## src/rtl/pc_ctrl.sv

```systemverilog
// Next-PC selection for the fetch stage: boot vector, sequential fetch,
// prioritised trap/jump/branch redirects, memory back-pressure and halt.
module pc_ctrl #(
    parameter logic [31:0] RESET_VECTOR = 32'h0000_0000,
    parameter logic [31:0] TRAP_VECTOR  = 32'h0000_0100
) (
    input  logic        clk,
    input  logic        rst_n,
    input  logic [31:0] pc_i,
    input  logic        imem_ready_i,
    input  logic        stall_i,
    input  logic        branch_taken_i,
    input  logic [31:0] branch_target_i,
    input  logic        jump_i,
    input  logic [31:0] jump_target_i,
    input  logic        trap_i,
    input  logic        halt_i,
    output logic [31:0] pc_next_o,
    output logic        pc_write_en_o,
    output logic        flush_if_id_o,
    output logic        flush_id_ex_o,
    output logic [1:0]  state_o,
    output logic [31:0] trap_epc_o,
    output logic [1:0]  trap_cause_o,
    output logic [15:0] redirect_cnt_o
);

    typedef enum logic [1:0] {
        ST_BOOT = 2'd0,
        ST_RUN  = 2'd1,
        ST_WAIT = 2'd2,
        ST_HALT = 2'd3
    } state_t;

    localparam logic [1:0] CAUSE_TRAP     = 2'd1;
    localparam logic [1:0] CAUSE_MISALIGN = 2'd2;

    state_t      state_q, state_d;
    logic [31:0] pend_q, pend_d;
    logic [31:0] epc_q;
    logic [1:0]  cause_q;
    logic [15:0] cnt_q;

    logic        redir_req;
    logic        misaligned;
    logic [31:0] raw_target;
    logic [31:0] redir_target;
    logic [1:0]  redir_cause;
    logic        accept;
    logic        take_trap;
    logic [1:0]  take_cause;
    logic        flush;

    // Trap outranks jump, jump outranks branch; a misaligned jump/branch target
    // is itself turned into a trap.
    always_comb begin : redirect_decode
        redir_req    = trap_i | jump_i | branch_taken_i;
        raw_target   = jump_i ? jump_target_i : branch_target_i;
        misaligned   = !trap_i && (jump_i || branch_taken_i) && (raw_target[1:0] != 2'b00);
        redir_target = (trap_i || misaligned) ? TRAP_VECTOR : raw_target;
        redir_cause  = trap_i ? CAUSE_TRAP : CAUSE_MISALIGN;
    end

    always_comb begin : fsm_comb
        // NOTE: every signal gets a default first so no path through the case infers a latch.
        state_d       = state_q;
        pend_d        = pend_q;
        pc_next_o     = pc_i + 32'd4;
        pc_write_en_o = 1'b0;
        flush         = 1'b0;
        accept        = 1'b0;
        take_trap     = 1'b0;
        take_cause    = redir_cause;
        case (state_q)
            ST_BOOT: begin
                pc_next_o     = RESET_VECTOR;
                pc_write_en_o = 1'b1;
                state_d       = ST_RUN;
            end
            ST_RUN: begin
                if (redir_req) begin
                    accept    = 1'b1;
                    flush     = 1'b1;
                    take_trap = trap_i | misaligned;
                    pc_next_o = redir_target;
                    if (imem_ready_i) begin
                        pc_write_en_o = 1'b1;
                    end else begin
                        pend_d  = redir_target;
                        state_d = ST_WAIT;
                    end
                end else if (halt_i) begin
                    state_d = ST_HALT;
                end else begin
                    pc_write_en_o = imem_ready_i & ~stall_i;
                end
            end
            ST_WAIT: begin
                // Only a trap may disturb a parked redirect; it replaces the target.
                pc_write_en_o = imem_ready_i;
                pc_next_o     = pend_q;
                if (trap_i) begin
                    accept     = 1'b1;
                    flush      = 1'b1;
                    take_trap  = 1'b1;
                    take_cause = CAUSE_TRAP;
                    pc_next_o  = TRAP_VECTOR;
                    pend_d     = TRAP_VECTOR;
                end
                if (imem_ready_i) begin
                    state_d = ST_RUN;
                end
            end
            ST_HALT: begin
                pc_next_o = pc_i;
            end
            default: begin
                state_d = ST_BOOT;
            end
        endcase
    end

    always_ff @(posedge clk or negedge rst_n) begin
        if (!rst_n) begin
            // NOTE: state registers use non-blocking assignments so every flop samples pre-edge values.
            state_q <= ST_BOOT;
            pend_q  <= '0;
            epc_q   <= '0;
            cause_q <= '0;
            cnt_q   <= '0;
        end else begin
            state_q <= state_d;
            pend_q  <= pend_d;
            if (take_trap) begin
                epc_q   <= pc_i;
                cause_q <= take_cause;
            end
            if (accept && (cnt_q != 16'hFFFF)) begin
                cnt_q <= cnt_q + 16'd1;
            end
        end
    end

    assign flush_if_id_o  = flush;
    assign flush_id_ex_o  = flush;
    assign state_o        = state_q;
    assign trap_epc_o     = epc_q;
    assign trap_cause_o   = cause_q;
    assign redirect_cnt_o = cnt_q;

endmodule

```

## config.mk

```make
export PLATFORM = sky130hd
export DESIGN_NAME = pc_ctrl
export DESIGN_NICKNAME = d
export VERILOG_FILES = /design/src/rtl/pc_ctrl.sv
export SDC_FILE = /design/constraint.sdc
export NUM_CORES = 1
export LEC_CHECK = 0
export ABC_AREA = 1
export BUFFER_PORTS_ARGS = -buffer_cell sky130_fd_sc_hd__buf_2
export CAP_MARGIN = 10
export CORE_ASPECT_RATIO = 1.2
export CORE_MARGIN = 3
export CORE_UTILIZATION = 50
export CTS_CLUSTER_DIAMETER = 100
export DETAILED_ROUTE_END_ITERATION = 10
export GPL_TIMING_DRIVEN = 1
export PLACE_DENSITY = 0.79
export RECOVER_POWER = 25
export SYNTH_ARGS = -nofsm -noshare
export SYNTH_HDL_FRONTEND = slang
export SYNTH_SLANG_ARGS = --single-unit
export TNS_END_PERCENT = 50
```

## constraint.sdc

```tcl
create_clock -name clk -period 1.8 [get_ports clk]
set_input_delay 0.18 -clock clk [delete_from_list [all_inputs] [get_ports clk]]
set_output_delay 0.18 -clock clk [all_outputs]
set_load 0.05 [all_outputs]
```

Word level (Yosys, flattened, before mapping). Index checks and enable logic that the tools add are counted.

Bitwise operators: 5. Divide/modulo/power cells: 0. Equal/unequal tests: 9. Order comparisons: 0. Shifts and indexed selects: 0. Add/subtract/negate cells: 2. Multiplexer cells: 25. Multipliers: 0. Reduce and logical (&&, ||, !) cells: 12.

Operator list (count): $mux W32 (6); $pmux W32 S4 (1); $pmux W32 S2 (1); $add A32 B3 Y32 const B (1); $add A16 B1 Y16 const B (1); $ne A16 B16 Y1 const B (1); $mux W2 (7); $mux W1 (6); $ne A2 B2 Y1 const B (3); $ne A3 B3 Y1 const B (2); $pmux W2 S3 (1); $eq A2 B2 Y1 const B (2); $pmux W1 S2 (2); $reduce_and A4 Y1 (1); $reduce_bool A2 Y1 (2); $logic_and A1 B1 Y1 (3); $or A1 B1 Y1 (3); $pmux W1 S3 (1); $reduce_and A3 Y1 (1); $reduce_bool A3 Y1 (1); $eq A2 B1 Y1 const B (1); $logic_not A2 Y1 (1); $logic_or A1 B1 Y1 (2); $and A1 B1 Y1 (1); other kinds (2) (2).

Input port bits: 104. Latch bits: 0. ROM bits: 0. Output and inout port bits: 87. Logic and storage cells: 58. Memories kept: 0. Register bits after elaboration: 84. Bits in writable memories: 0.

Depth between registers and ports, before layout. Gate-level depths: netlist of run 1.

Depth in word-level cells: 8. Gate-level depth with buffers: 13. Gate-level depth less buffers: 11.

Worst setup path after synthesis of run 1. No wires, ideal clock.

Kind: register to output. Start: register state_q[1], in the netlist state_o[1]. End: output port pc_next_o[3]. Arrival time: 2.490 ns. Slack: -0.870 ns. Data required time: 1.620 ns. Path buffers: 1. Cell stages (with the launch flop): 7. Cell sequence: dfrtp_1 -> ha_1 -> clkinv_1 -> clkbuf_1 -> o22ai_1 -> inv_1 -> a31oi_1.

Longest elaborated chain between the ends: 2. Elaborated cells between the ends (all ways): 5. Classes of those cells: eq/ne (3); mux (1); reduce/logical (1).

RTL lines: start: declaration (line 38) `state_t state_q, state_d;`; start signal: assignment (line 132) `state_q <= state_d;`; $eq A2 B2 Y1, or another cell as far along (line 74) `case (state_q)`; $pmux W32 S4 (*) (line 74); end: declaration (line 18) `output logic [31:0] pc_next_o,`.

Every way passes the cells marked *; elsewhere a longest branch is shown, timed or not.

Final worst setup path of run 1.
Start: register state_q[0], in the netlist state_o[0]. End: output port pc_next_o[30].

Same word-level chain as after synthesis.

==> results by group, run 1 <==
Status
  • Outcome: finished, violations left
  • Failing checks: setup timing

Synth
  • Syn. warnings: 0
  • Distinct cells, synth: 38
  • Top cell type's share of synthesized area: 35.0%
  • Synthesized instance count: 916
  • Cell Area, Synth: 6010 sq um
  • Largest cells by area after synthesis: dfrtp_1, nand2_1, inv_1, nand3_1, nor2_1
  • #FFs+latches synth: 84
  • Syn avg cell area: 6.56 sq um
  • Synthesized Nets: 1027
  • Post-synthesis sequential area ratio: 35.0%
  • Yosys top cell by area: dfrtp_1

Critical path
  • Crit-path cells: inv_4 > ha_4 > nand2_8 > buf_12 > o22ai_2 > inv_1 > nand2_1 > inv_2 > a21oi_4 > buf_6
  • Crit Reg-Reg Startpoint: state_o[0]
  • Slowest cell on the critical path: dfrtp_4
  • Setup CP Type: flop to output port
  • Critical path buffers and inverters: 5
  • Startpoint types: flop
  • Launch point of the worst path: state_o[0]
  • Worst Path Max Fanout: 8
  • Worst EP arrival: 2.03 ns
  • CP endpoint kind: output port
  • Crit-path leading delay family: buffers and inverters
  • Worst Path Required: 1.62 ns
  • Delay of the slowest critical-path stage: 0.53 ns

Placement
  • Placed Cells: 1294
  • Pre-CTS setup slack: -0.246 ns
  • Placement Cell Area: 8000 sq um
  • I/O Buffers: 190
  • DPL Wire Length: 15700 um
  • Routability Congestion: 0.979

Power
  • Max VDD drop: 461 uV
  • Power share of the clock group: 38.9%
  • Switching part of the total: 30.7%
  • Switching pwr: 0.00143 W
  • Pwr Density: 505 nW/um^2
  • Gate power share: 20.6%
  • Int Pwr: 0.00323 W
  • Static Leakage: 4.54 nW
  • Sequential cell fraction of total power: 40.5%

Detailed routing
  • Via density: 5.61
  • Residual DRC count: 0
  • DR pass1 iterations: 5
  • Remaining antenna violation count after routing: 0
  • Total wire length: 22300 um
  • Initial DRC count: 712
  • Routed vias: 7438
  • WL/cell: 16.8 um

Die
  • DIE WIDTH: 106 um
  • Area of the core: 11700 sq um
  • # rows: 43
  • Die height: 126 um
  • Top Ports: 191
  • Initial Util: 51.5%
  • Die Area: 13400 sq um

STA
  • Clock period minus worst slack: 2.21 ns
  • Fmax: 0.453 GHz
  • Hold Vio Cnt, Final: 0
  • RSZ-0062 raised after global routing: true
  • Fin. max-slew vios: 0
  • Total Neg Setup Slack: -13.10 ns
  • WHS: 0.0713 ns
  • Fin crit share: 123%
  • Slew Limit Headroom: 59.3%
  • Worst slew pin tran: 0.610 ns
  • Final setup violating endpoints: 94
  • Clock Skew: 0.00540 ns
  • Final setup margin: -0.405 ns

Layout
  • Commonest non-fill, non-tap cells in the layout: nand2_1, buf_2, inv_1, dfrtp_1, nor2_1
  • Antenna cell count: 0
  • Fin area: 9220 sq um
  • Commonest non-fill, non-tap cell in the layout: nand2_1
  • Share of cells above drive strength 1: 38.1%
  • P&R area growth vs syn: 53.5%
  • Fin nets: 1275
  • Non-filler cells in the finished layout: 1326

Clocking
  • Clk_lat worst skew: 0.35 ns
  • Longest Clk Path Bufs: 2
  • CTS buffer count: 9
  • # clock sinks: 84
  • Root Driver: clkbuf_16
  • CTS tree: built
  • CTS H-tree lvls: 3
  • Worst-path clk slew: 0.06 ns

Global route
  • Total grt overflow: 0
  • Vias in the first global route: 6965
  • GRT Overall Usage: 30.6%
  • Initial antenna violation count: 0
  • First-pass GRT wire length: 33100 um
  • Largest net degree at the start of global routing: 37

Min path
  • Worst hold path type: input pin to flop
  • Min-delay src: pc_i[1]

Flow run
  • Max Cap Violations: 0
## power groups by stage
stage	clock (W)	sequential, W	combinational (W)
final	0.00181	0.00189	0.000958
after global routing	0.00190	0.00189	0.00102
after CTS	0.00181	0.00189	0.000911
after detailed placement	0	0.00192	0.000835
after global placement	0	0.00192	0.000828
after floorplan	0	0.00192	0.000475
## final cells by class
type / count / area (sq um)
Clock buffer: 10 / 239
Tap cell: 157 / 196
Fill cell: 802 / 2450
Inverter: 138 / 558
Timing Repair inverter: 1 / 8.76
Sequential cell: 84 / 2110
Clock inverter: 6 / 48.8
Multi-Input combinational cell: 652 / 3920
Timing Repair Buffer: 278 / 2140
## synth_stat cells, drive strengths merged
cell type and n:
ha 7, o21bai 1, nand3 81, o221ai 1
clkbuf 10, nand4 27, mux2i 1, o211ai 1
nor2 80, nor3 7, dfrtp 84, o21a 1
a31oi 9, nand2 282, clkinv 2, and2 1
o21ai 82, inv 136, nand3b 1, xnor2 2
a21oi 30, buf 32, xor2 13, or2 1
o22ai 24
## metal layers
metal | GRT usage [%] | wire length (um) | share of wire (%)
met1 | 39.3 | 8440 | 38
met2 | 51.6 | 10600 | 48
met3 | 5.69 | 2270 | 10
met4 | 11.1 | 915 | 4.1
met5 | 0 | 0 | 0
## metrics by stage
step	util, %	total power, W
after CTS	75.0	0.00461
after global placement	68.5	0.00275
after detailed placement	68.5	0.00276
final	79.0	0.00466
after global routing	79.0	0.00481
after floorplan	-	0.00240
## timing repair
item	4_1_cts	5_1_grt
endpoints found under the setup margin	98	89
cloned	0	7
pin swaps	8	33
resized for setup	125	74
hold buffers	1	0
hold endpoints to repair	20	0
setup buffers	2	9
## final timing paths
kind | to | slack, ns | cells past startpoint
max | pc_next_o[30] | -0.41 | 10
max in group asynchronous | pend_q[17] | 0.44 | 3
max reg2reg | redirect_cnt_o[2] | -0.13 | 11
min reg2reg | pend_q[1] | 0.47 | 2
min in group asynchronous | pend_q[27] | 0.38 | 2
min | trap_epc_o[1] | 0.07 | 3
## cells by family (layout without fill, tap and decap cells)
kind of cell	Yosys count	in the layout	synth area share [%]
compound gates	149	149	13.3
xor+xnor	15	15	2.19
fa+ha+maj	7	7	1.46
buf+inv	180	433	12.9
flops	84	84	35.0
mux	1	1	0.167
simple gates	480	480	35.0
## worst reg2reg max path, delay by kind of cell, from the launching register on
family | cells | cell delay, ns
buffers and inverters | 4 | 0.49
AND/OR/NAND/NOR | 5 | 0.50
adder cells (fa/ha/maj) | 1 | 0.17
flip-flops | 1 | 0.53
XOR/XNOR | 1 | 0.16
## registers in the layout (all words and copies together), names as in the netlist
signal	flops
pend_q	32
state_o	2
trap_epc_o	32
redirect_cnt_o	16
trap_cause_o	2
Power figures use the tool's default switching activity.
==> run 2, diff against run 1 <==
--- a/config.mk
+++ b/config.mk
@@ -10,11 +10,10 @@
 export CAP_MARGIN = 10
 export CORE_ASPECT_RATIO = 1.2
 export CORE_MARGIN = 3
-export CORE_UTILIZATION = 50
+export CORE_UTILIZATION = 30
 export CTS_CLUSTER_DIAMETER = 100
 export DETAILED_ROUTE_END_ITERATION = 10
 export GPL_TIMING_DRIVEN = 1
-export PLACE_DENSITY = 0.79
 export RECOVER_POWER = 25
 export SYNTH_ARGS = -nofsm -noshare
 export SYNTH_HDL_FRONTEND = slang
==> results by group, run 2 (synthesis results as in run 1) <==
Placement
  • Routability Congestion: 0.886 (-9.5%)
  • Placement Cell Area: 8400 sq um (+5.0%)
  • I/O Buffers: 190 (unchanged)
  • DPL Wire Length: 18200 um (+16%)

Clocking
  • Clk_lat worst skew: 0.35 ns (about the same)
  • CTS buffer count: 9 (unchanged)
  • Root Driver: clkbuf_16
  • Worst-path clk slew: 0.06 ns (about the same)
  • Longest Clk Path Bufs: 2 (unchanged)
  • CTS tree: built
  • CTS H-tree lvls: 3 (unchanged)
  • # clock sinks: 84 (unchanged)

STA
  • Hold Vio Cnt, Final: 0 (unchanged)
  • Fmax: 0.459 GHz (+1.1%)
  • RSZ-0062 raised after global routing: true
  • Worst slew pin tran: 0.757 ns (+0.146 ns)
  • Final setup margin: -0.380 ns (+0.0248 ns)
  • Clock period minus worst slack: 2.18 ns (-0.0248 ns)
  • Clock Skew: 0.00707 ns (+0.00167 ns)
  • Slew Limit Headroom: 49.6% (-9.7 points)
  • Fin crit share: 121% (-1.4 points)
  • Final setup violating endpoints: 94 (unchanged)
  • Fin. max-slew vios: 0 (unchanged)

Die
  • Die height: 161 um (+28%)
  • Die Area: 21800 sq um (+63%)
  • Initial Util: 30.6% (-21 points)
  • Area of the core: 19600 sq um (+68%)
  • # rows: 56 (+30%)
  • DIE WIDTH: 135 um (+27%)
  • Top Ports: 191 (unchanged)

Detailed routing
  • Via density: 4.89 (-13%)
  • Total wire length: 24100 um (+8.4%)
  • DR pass1 iterations: 6 (+1)
  • Residual DRC count: 0 (unchanged)
  • WL/cell: 16.6 um (-0.97%)
  • Routed vias: 7090 (-4.7%)
  • Initial DRC count: 462 (-35%)
  • Remaining antenna violation count after routing: 0 (unchanged)

Power
  • Int Pwr: 0.00341 W (+5.8%)
  • Sequential cell fraction of total power: 39.1% (-1.4 points)
  • Static Leakage: 4.72 nW (+3.9%)
  • Switching part of the total: 29.2% (-1.5 points)
  • Pwr Density: 503 nW/um^2 (-0.40%)
  • Max VDD drop: 427 uV (-7.5%)
  • Switching pwr: 0.00141 W (-1.5%)
  • Power share of the clock group: 40.1% (+1.2 points)
  • Gate power share: 20.8% (+0.2 points)

Layout
  • Fin area: 9590 sq um (+4.0%)
  • Fin nets: 1297 (+1.7%)
  • Commonest non-fill, non-tap cell in the layout: nand2_1
  • Share of cells above drive strength 1: 38.9% (+0.84 points)
  • Final core utilization: 48.9% (-30 points)
  • Antenna cell count: 0 (unchanged)
  • Commonest non-fill, non-tap cells in the layout: nand2_1, buf_2, inv_1, dfrtp_1, buf_4
  • P&R area growth vs syn: 59.6%

Global route
  • Initial antenna violation count: 1 (+1)
  • First-pass GRT wire length: 36800 um (+11%)
  • Largest net degree at the start of global routing: 32 (-14%)
  • GRT Overall Usage: 21.5% (-9.2 points)
  • Vias in the first global route: 6868 (-1.4%)
  • Total grt overflow: 0 (unchanged)

Critical path
  • Crit Reg-Reg Startpoint: state_o[0]
  • Worst EP arrival: 2.00 ns (-0.03 ns)
  • Launch point of the worst path: state_o[0]
  • Startpoint types: flop
  • Worst Path Max Fanout: 19 (+11)
  • Setup CP Type: flop to output port
  • Worst Path Required: 1.62 ns (about the same)
  • CP endpoint kind: output port

Flow run
  • Max Cap Violations: 0 (unchanged)

Status
  • Failing checks: setup timing
  • Outcome: finished, violations left

Min path
  • Worst hold path type: input pin to flop
  • Min-delay src: pc_i[1]
## run 2: metrics by stage
step           cells  hold WS [ns]  TNS (ns)  power, W  worst slack [ns]
2_1_floorplan    916        -0.116     -2.75   0.00240            -0.125
3_3_place_gp    1421         0.118     -4.38   0.00282            -0.217
3_5_place_dp    1421         0.122     -5.56   0.00282            -0.229
4_1_cts         1444         0.100    -11.38   0.00485            -0.360
5_1_grt         1451         0.113    -25.51   0.00502            -0.466
6_report        1451         0.102    -16.52   0.00482            -0.380
## run 2: final cells by class
cell class                      count  area, sq um
Clock buffer                       11          253
Clock inverter                      4         48.8
Fill cell                        1947        10000
Inverter                          138          556
Multi-Input combinational cell    652         3950
Sequential cell                    84         2110
Tap cell                          261          327
Timing Repair Buffer              301         2350
## run 2: power by group through the flow
stage               registers, W  clock network (W)  logic, W
floorplan                0.00192                  0  0.000475
global placement         0.00192                  0  0.000899
detailed placement       0.00192                  0  0.000901
CTS                      0.00189            0.00199  0.000980
global route             0.00189            0.00205   0.00108
finish                   0.00189            0.00193   0.00100
## run 2: what timing repair did
item / in CTS / in global routing
gates cloned: 2 / 2
setup buffers: 5 / 5
resized for setup: 139 / 65
endpoints found under the setup margin: 59 / 79
hold buffers: 1 / 0
endpoints found under the hold margin: 23 / 0
pin swaps: 22 / 29
## run 2: path summary, 6_finish.rpt
check | to | slack (ns) | cells after the start
max in group asynchronous | redirect_cnt_o[4] | 0.22 | 3
worst max register to register | pend_q[22] | -0.23 | 14
worst min register to register | trap_epc_o[1] | 0.47 | 2
worst max-delay path | pc_next_o[27] | -0.38 | 8
worst min-delay path | trap_epc_o[1] | 0.10 | 3
min in group asynchronous | trap_epc_o[3] | 0.39 | 2
## run 2: layer usage
| metal | vias up | global-route usage (%) | part of all wire [%] |
|---|---|---|---|
| met4 | 2 | 7.15 | 2.5 |
| met1 | 3283 | 27.7 | 42 |
| met5 | - | 0 | 0.054 |
| li1 | 3483 | - | - |
| met3 | 44 | 3.77 | 7.1 |
| met2 | 278 | 36.3 | 48 |
## run 2: worst max-delay path, stage by stage, from the launching register on
cell     delay (ns)
dfrtp_4        0.46
buf_6          0.11
ha_4           0.17
buf_6          0.22
nand4_1        0.18
nand2_2        0.12
inv_2          0.05
a21oi_4        0.15
buf_6          0.18
